File: src/rtl/framebuffer_writer.sv
// Pixel write port into the framebuffer BRAM: input FIFO, (x, y) to linear address conversion,
// double buffering with deferred swap, hardware clear sweep, and write/drop counters.
module framebuffer_writer #(
    parameter int unsigned FRAME_WIDTH  = 512,
    parameter int unsigned FRAME_HEIGHT = 384,
    parameter int unsigned COORD_BITS   = 16,
    parameter int unsigned COLOR_WIDTH  = 16,
    parameter int unsigned ADDR_BITS    = 19,
    parameter int unsigned FIFO_DEPTH   = 4
) (
    input  logic                   clk,
    input  logic                   rst,
    input  logic                   pixel_valid_in,
    output logic                   pixel_ready_out,
    input  logic [COORD_BITS-1:0]  pixel_x_in,
    input  logic [COORD_BITS-1:0]  pixel_y_in,
    input  logic [COLOR_WIDTH-1:0] pixel_value_in,
    input  logic                   clear_req,
    input  logic [COLOR_WIDTH-1:0] clear_value,
    input  logic                   swap_req,
    output logic                   front_buffer,
    output logic                   swap_done,
    output logic                   busy_clearing,
    output logic                   bram_we,
    output logic [ADDR_BITS-1:0]   bram_addr,
    output logic [COLOR_WIDTH-1:0] bram_din,
    output logic [31:0]            write_count,
    output logic [15:0]            drop_count
);
    localparam int unsigned FRAME_SIZE = FRAME_WIDTH * FRAME_HEIGHT;
    localparam int unsigned PTR_BITS   = $clog2(FIFO_DEPTH);
    localparam int unsigned ENTRY_BITS = 2 * COORD_BITS + COLOR_WIDTH;

    typedef enum logic {StIdle, StClear} state_e;
    state_e state_q, state_d;

    logic [ENTRY_BITS-1:0]  fifo_mem [FIFO_DEPTH];
    logic [PTR_BITS-1:0]    wr_ptr_q, rd_ptr_q;
    logic [PTR_BITS:0]      count_q;
    logic                   fifo_full, fifo_empty, push, pop;
    logic [COORD_BITS-1:0]  head_x, head_y;
    logic [COLOR_WIDTH-1:0] head_value;
    logic                   in_range;

    logic                   front_q, swap_pending_q, swap_done_q, do_swap;
    logic [COLOR_WIDTH-1:0] clear_val_q;
    logic [ADDR_BITS-1:0]   clear_cnt_q;
    logic                   clear_start, clear_last;
    logic [63:0]            base_full;

    logic                   bram_we_q, bram_we_d;
    logic [ADDR_BITS-1:0]   bram_addr_q, bram_addr_d;
    logic [COLOR_WIDTH-1:0] bram_din_q, bram_din_d;
    logic                   write_inc, drop_inc;
    logic [31:0]            write_count_q;
    logic [15:0]            drop_count_q;

    assign fifo_full       = (count_q == (PTR_BITS+1)'(FIFO_DEPTH));
    assign fifo_empty      = (count_q == '0);
    assign pixel_ready_out = !fifo_full;
    assign push            = pixel_valid_in && !fifo_full;

    assign {head_x, head_y, head_value} = fifo_mem[rd_ptr_q];
    assign in_range   = (64'(head_x) < 64'(FRAME_WIDTH)) && (64'(head_y) < 64'(FRAME_HEIGHT));
    // Writes always target the back buffer, i.e. the one the display is not reading.
    assign base_full  = front_q ? 64'd0 : 64'(FRAME_SIZE);
    assign clear_last = (clear_cnt_q == ADDR_BITS'(FRAME_SIZE - 1));

    always_ff @(posedge clk) begin
        if (rst) state_q <= StIdle;
        else     state_q <= state_d;
    end

    always_comb begin
        state_d = state_q;
        unique case (state_q)
            StIdle:  if (clear_req)  state_d = StClear;
            StClear: if (clear_last) state_d = StIdle;
            default: state_d = StIdle;
        endcase
    end

    always_comb begin
        pop         = 1'b0;
        do_swap     = 1'b0;
        clear_start = 1'b0;
        write_inc   = 1'b0;
        drop_inc    = 1'b0;
        bram_we_d   = 1'b0;
        bram_addr_d = bram_addr_q;
        bram_din_d  = bram_din_q;
        unique case (state_q)
            StIdle: begin
                if (clear_req) begin
                    clear_start = 1'b1;
                end else if (!fifo_empty) begin
                    pop = 1'b1;
                    if (in_range) begin
                        bram_we_d   = 1'b1;
                        bram_addr_d = ADDR_BITS'(base_full + 64'(head_y) * 64'(FRAME_WIDTH)
                                                 + 64'(head_x));
                        bram_din_d  = head_value;
                        write_inc   = 1'b1;
                    end else begin
                        drop_inc = 1'b1;
                    end
                end else if (swap_pending_q) begin
                    do_swap = 1'b1;
                end
            end
            StClear: begin
                bram_we_d   = 1'b1;
                bram_addr_d = ADDR_BITS'(base_full + 64'(clear_cnt_q));
                bram_din_d  = clear_val_q;
            end
            default: ;
        endcase
    end

    always_ff @(posedge clk) begin
        if (push) fifo_mem[wr_ptr_q] <= {pixel_x_in, pixel_y_in, pixel_value_in};
    end

    always_ff @(posedge clk) begin
        if (rst) begin
            wr_ptr_q       <= '0;
            rd_ptr_q       <= '0;
            count_q        <= '0;
            front_q        <= 1'b0;
            swap_pending_q <= 1'b0;
            swap_done_q    <= 1'b0;
            clear_val_q    <= '0;
            clear_cnt_q    <= '0;
            bram_we_q      <= 1'b0;
            bram_addr_q    <= '0;
            bram_din_q     <= '0;
            write_count_q  <= '0;
            drop_count_q   <= '0;
        end else begin
            if (push) wr_ptr_q <= wr_ptr_q + PTR_BITS'(1);
            if (pop)  rd_ptr_q <= rd_ptr_q + PTR_BITS'(1);
            if (push && !pop)      count_q <= count_q + (PTR_BITS+1)'(1);
            else if (pop && !push) count_q <= count_q - (PTR_BITS+1)'(1);

            front_q        <= front_q ^ do_swap;
            swap_done_q    <= do_swap;
            swap_pending_q <= (swap_pending_q | swap_req) & ~do_swap;

            if (clear_start) begin
                clear_val_q <= clear_value;
                clear_cnt_q <= '0;
            end else if (state_q == StClear) begin
                clear_cnt_q <= clear_cnt_q + ADDR_BITS'(1);
            end

            bram_we_q   <= bram_we_d;
            bram_addr_q <= bram_addr_d;
            bram_din_q  <= bram_din_d;
            if (write_inc) write_count_q <= write_count_q + 32'd1;
            if (drop_inc && drop_count_q != 16'hFFFF) drop_count_q <= drop_count_q + 16'd1;
        end
    end

    assign front_buffer  = front_q;
    assign swap_done     = swap_done_q;
    assign busy_clearing = (state_q == StClear);
    assign bram_we       = bram_we_q;
    assign bram_addr     = bram_addr_q;
    assign bram_din      = bram_din_q;
    assign write_count   = write_count_q;
    assign drop_count    = drop_count_q;
endmodule

File: config.mk
export PLATFORM = sky130hd
export DESIGN_NAME = framebuffer_writer
export DESIGN_NICKNAME = d
export VERILOG_FILES = /design/src/rtl/framebuffer_writer.sv
export SDC_FILE = /design/constraint.sdc
export NUM_CORES = 1
export LEC_CHECK = 0
export CAP_MARGIN = 5
export CORE_MARGIN = 2
export CORE_UTILIZATION = 52
export CTS_BUF_LIST = sky130_fd_sc_hd__clkbuf_4
export CTS_CLUSTER_DIAMETER = 120
export DETAILED_ROUTE_END_ITERATION = 6
export GPL_ROUTABILITY_DRIVEN = 0
export HOLD_SLACK_MARGIN = 0.15
export PLACE_DENSITY = 0.88
export SYNTH_ARGS = -nofsm -noshare
export SYNTH_HDL_FRONTEND = slang
export SYNTH_SLANG_ARGS = --single-unit
File: constraint.sdc
create_clock -name clk -period 3.6 [get_ports clk]
set_clock_uncertainty 0.05 [all_clocks]
set_input_delay 1.08 -clock clk [delete_from_list [all_inputs] [get_ports clk]]
set_output_delay 1.08 -clock clk [all_outputs]
set_load 0.01 [all_outputs]
# Word-level counts from Yosys, hierarchy flattened
# Memories as Yosys holds them, arrays and structs flattened. A register that Yosys moved wholly into a read port is not among the register bits.
# Index checks and enable logic that the tools add are counted.
[totals]
latch_bits = 0
ramBits = 192
mem_count = 1
wordCells = 85
rom_bits = 0
inputBits = 69
ff_bits = 130
[op_classes]
n_shift = 0
addsub = 10
bitwise_logic = 5
div_mod_pow = 0
order_cmp = 2
n_reduce_logical = 12
mul = 0
n_eq_ne = 6
n_mux = 35
[mem_list]
columns = ["memory", "depth", "width", "read_ports", "rd_ports_with_merged_regs", "wr", "line_no", "text"]
rows = [
  ["fifo_mem", 4, 48, 1, 1, 1, "37", "logic [ENTRY_BITS-1:0] fifo_mem [FIFO_DEPTH];"],
]
[ops]
columns = ["operator", "count"]
rows = [
  ["two-way mux 19 bit", 3],
  ["two-way mux 16 bit", 3],
  ["adder 18 x 19 -> 19 bit", 2],
  ["case mux 19 bit (2 select lines)", 1],
  ["adder 32 x 1 -> 32 bit, second input constant", 1],
  ["case mux 16 bit (2 select lines)", 1],
  ["two-way mux 1 bit", 20],
  ["adder 19 x 1 -> 19 bit, second input constant", 1],
  ["adder 19 x 16 -> 19 bit", 1],
  ["== test 19 x 18 -> 1 bit, second input constant", 1],
  ["two-way mux 18 bit", 1],
  ["adder 16 x 1 -> 16 bit, second input constant", 1],
  ["less-than comparator 16 x 10 -> 1 bit, second input constant", 1],
  ["less-than comparator 16 x 9 -> 1 bit, second input constant", 1],
  ["inequality test 16 bit, second input constant", 1],
  ["two-way mux 3 bit", 2],
  ["inequality test 2 bit, second input constant", 3],
  ["logical AND 1 bit", 5],
  ["adder 2 x 1 -> 2 bit, second input constant", 2],
  ["two-way mux 2 bit", 2],
  ["case mux 1 bit (2 select lines)", 2],
  ["adder 3 x 1 -> 3 bit, second input constant", 1],
  ["== test 3 bit, second input constant", 1],
  ["zero test 1 bit", 3],
  ["9 further kinds", 10],
]

# Logic depth before layout (Yosys ltp)
[depth]
depth_word = 7
mapped_depth = 12
depth_no_buf = 9

# Worst setup path after synthesis
# Ideal clock, no wire load.
[synth_path]
kind = "register to register"
start = "reg (tool-made name)"
end = "reg bram_addr_q[18] (netlist: bram_addr[18])"
synth_period_minus_slack_ps = 3771
slack_ps = -171
stages_incl_launch_ff = 12
setup_ps = 120
t_arrival_ps = 3601
cell_sequence = "dfxtp_1 -> buf_6 -> buf_1 -> clkbuf_1 -> mux4_2 -> ha_1 -> a21oi_1 -> o211ai_1 -> o41ai_1 -> mux2i_1 -> o211a_1 -> o31a_1"
[synth_rtl]
columns = ["element", "line_no", "text"]
rows = [
  ["end signal, assigned", "157", "bram_addr_q <= bram_addr_d;"],
  ["end, declared", "52", "logic [ADDR_BITS-1:0] bram_addr_q, bram_addr_d;"],
]

==> metrics.md <==
| Metric | Value |
|---|---|
| Drt first pass iters | `7` |
| Multi-input logic area | `4543 um2` |
| Die X | `163.3 um` |
| Core region area | `~25000 um2` |
| CTS Buf Count | `81` |
| Final Cycle Share | `90.95%` |
| DIE AREA | `about 27000 um2` |
| Hold path cells | `2` |
| Clock sink total | `324` |
| Cell taking the most area after synthesis | `edfxtp_1` |
| Fin crit period | `3.274 ns` |
| Share of cells above drive strength 1 | `19.02%` |
| Max Cap Violations | `0` |
| CP max-delay cell | `mux4_2` |
| Synth Warn # | `0` |
| Largest net degree at the start of global routing | `54` |
| Slew headroom | `40.55%` |
| Post-DP HPWL | `around 20000 um` |
| Num rows | `58` |
| CP most frequent cell | `buf_4` |
| Final Max Slew Viols | `0` |
| Routed wire length | `between 20000 and 30000 um` |
| Reg2reg end | `write_count[21]` |
| FF/Latch Area | `8413 um2` |
| Synthesized netlist cell count | `987` |
| Max Root-Sink Buffers | `3` |
| Synth Register Bits | `about 320` |
| Reg2reg setup slack | `0.33 ns` |
| H-tree depth | `3` |
| Initial antenna violation count | `2` |
| Finished Layout Cells | `1595` |
| Arrival @ worst endpoint | `approximately 3.8 ns` |
| GRT Overall Usage | `roughly 23%` |
| Hold buffers post-CTS | `0` |
| Hold path start | `clear_val_q[8]` |
| Critical path required time | `4.14 ns` |
| Mapped Nets | `1077` |
| WL per Instance | `18.80 um` |
| Clock Latency Late Sink | `0.73 ns` |
| DR vias | `~9000` |
| Post-synth EDFFs | `192` |
| Via count normalized by instance count | `5.651` |
| Port bufs | `156` |
| Initial DRC Count | `889` |
| Number of global-route vias before repair | `approximately 9200` |
| Synth Flop Type | `edfxtp_1` |
| Synthesized area per cell | `~13 um2` |
| Fmax | `305.4 MHz` |
| First-pass GRT wire length | `approximately 47000 um` |
| Root buf cell | `clkbuf_4` |
| Setup-failing EPs final | `0` |
| IO Pins | `157` |
| Buf/Inv on CP | `2` |
| Synth Cell Area | `13190 um2` |
| Register area share after synthesis | `63.73%` |
| Reg2Reg Depth | `7` |
| CTS tree | `built` |
| GRT overflow | `0` |
| RSZ-0062 raised after global routing | `no` |
| Worst slew pin tran | `0.8901 ns` |
| Fin nets | `1287` |
| Worst Hold Path EP | `clear_val_q[8]` |
| Critical Path Sink Type | `flop` |
| Dpl cells | `1443` |
| Outcome | `finished, final reports clean` |
| Peak VDD IR | `0.0003891 V` |
| Hold Crit Class | `flop to flop` |
| Starting Density | `52.69%` |
| Final ANT Viol Nets | `0` |
| Final hold vios | `0` |
| Layout Area Growth over Synthesis | `23.77%` |
| Largest delay share family, worst path | `multiplexers` |
| Netlist cell types | `51` |
| DRC Markers | `0` |
| Setup Total Neg Slack | `0 ns` |
| Startpoint Class | `flop` |
| Synth cell count leaders | `edfxtp_1 (192), dfxtp_1 (132), nor2_1 (75)` |
| Top-area cell type share of the netlist area | `between 40% and 50%` |
| Synth area leaders | `edfxtp_1 (44%), dfxtp_1 (20%), mux4_2 (7.2%)` |
| Static leakage | `5.592 nW` |
| Share of flip-flops with an asynchronous set or reset | `0%` |
| P per Cell Area | `560.5 nW/um2` |
| Fillcell total | `1784` |
| CP Max Fanout | `35` |
| Die Ht | `~160 um` |
| CTS clk-pin slew, worst paths | `0.07 ns` |
| Critical-path cell list | `buf_4 -> mux4_2 -> nor4b_4 -> o2111ai_4 -> buf_4 -> nor4_1 -> mux2_2` |
| Quantity of gates resized following cts | `0` |
| Most instantiated library cell after synthesis | `edfxtp_1` |
| Critical path class | `flop to flop` |
| Largest stage delay, worst path | `0.62 ns` |
==> worst min-delay path, cell delays in order (launching register included) <==
cell     delay [ns]
dfxtp_1        0.31
nand2_1        0.05
a21oi_1        0.05
==> metal layers <==
| metal | up-vias | part of all wire [%] | global-route usage [%] |
|---|---|---|---|
| li1 | 4221 | - | - |
| met1 | 4406 | 40 | 27.69 |
| met2 | 322 | 50 | 37.86 |
| met3 | 65 | 6.7 | 5.612 |
| met4 | 0 | 2.9 | 9.694 |
| met5 | - | 0 | 0 |
==> registers in the layout, indices dropped and copies added, names as in the netlist, 2 cells and up, named ones only <==
register     count
fifo_mem       192
write_count     32
bram_addr       19
clear_cnt_q     19
bram_din        16
clear_val_q     16
drop_count      16
count_q          3
rd_ptr_q         2
wr_ptr_q         2
==> power by group <==
part | switching (W) | total [W] | internal (W) | leakage, nW
Combinational | 0.000876 | 0.00166 | 0.000782 | 2.14
Sequential | 0.000145 | 0.00440 | 0.00426 | 2.83
Clock | 0.00148 | 0.00309 | 0.00161 | 0.623
==> per-stage QoR <==
step	worst slack, ns	instance area, um2	power (W)	hold slack [ns]	util (%)
3_3_place_gp	0.3353	15250	0.006059	0.3882	60.92
2_1_floorplan	0.05528	13190	0.005574	0.3817	-
5_1_grt	0.1010	16330	0.009586	0.4218	65.21
4_1_cts	0.2176	16310	0.009220	0.4022	65.14
6_report	0.3260	16330	0.009152	0.4019	65.22
3_5_place_dp	0.1990	15250	0.006135	0.3928	60.92
==> layout make-up <==
type                            count  area share, %
Antenna cell                        3        0.04598
Clock buffer                      126          5.793
Clock inverter                     22         0.6743
Inverter                           19         0.4368
Multi-Input combinational cell    588          27.82
Sequential cell                   324          51.52
Tap cell                          330          2.529
Timing Repair Buffer              183          11.17
==> worst max path at each step <==
stage                            to  slack (ns)  cells past startpoint
finish              write_count[21]        0.33                      7
global route        write_count[26]        0.10                      7
CTS                   bram_addr[11]        0.22                      8
detailed placement    bram_addr[12]        0.20                      8
global placement         count_q[2]        0.34                     10
floorplan             bram_addr[18]        0.06                     11
==> cell usage in the layout (no fill, tap or decap), types with 6 or more instances in the layout <==
| master | instances |
|---|---|
| edfxtp_1 | 192 |
| clkdlybuf4s50_1 | 155 |
| dfxtp_1 | 130 |
| clkbuf_4 | 126 |
| nor2_1 | 74 |
| nand2_1 | 59 |
| a21oi_1 | 49 |
| mux4_2 | 42 |
| nand3_1 | 39 |
| and2_1 | 33 |
| a221o_1 | 30 |
| nor2b_1 | 23 |
| or4_1 | 23 |
| buf_4 | 23 |
| mux2_2 | 20 |
| inv_1 | 19 |
| nor3_1 | 19 |
| ha_1 | 18 |
| o31ai_1 | 17 |
| xnor2_1 | 15 |
| xor2_1 | 15 |
| o21ai_0 | 15 |
| clkinv_1 | 14 |
| nor4_1 | 11 |
| and4_1 | 10 |
| nand4_1 | 9 |
| or3_1 | 8 |
| nand2b_1 | 6 |
| and3_1 | 6 |
==> timing repair <==
action                                  CTS  global route
endpoints found under the setup margin    0             2
setup buffers                             0             0
hold endpoints to repair                  0             0
==> cells by family after synthesis <==
| group | after synthesis | share of synthesized area (%) |
|---|---|---|
| compound gates | 139 | 7.455 |
| buf+inv | 76 | 2.267 |
| flops | 324 | 63.73 |
| fa+ha+maj | 21 | 2.162 |
| simple gates | 330 | 13.14 |
| mux | 67 | 9.257 |
| xor+xnor | 30 | 1.992 |
Power figures use the tool's default switching activity.
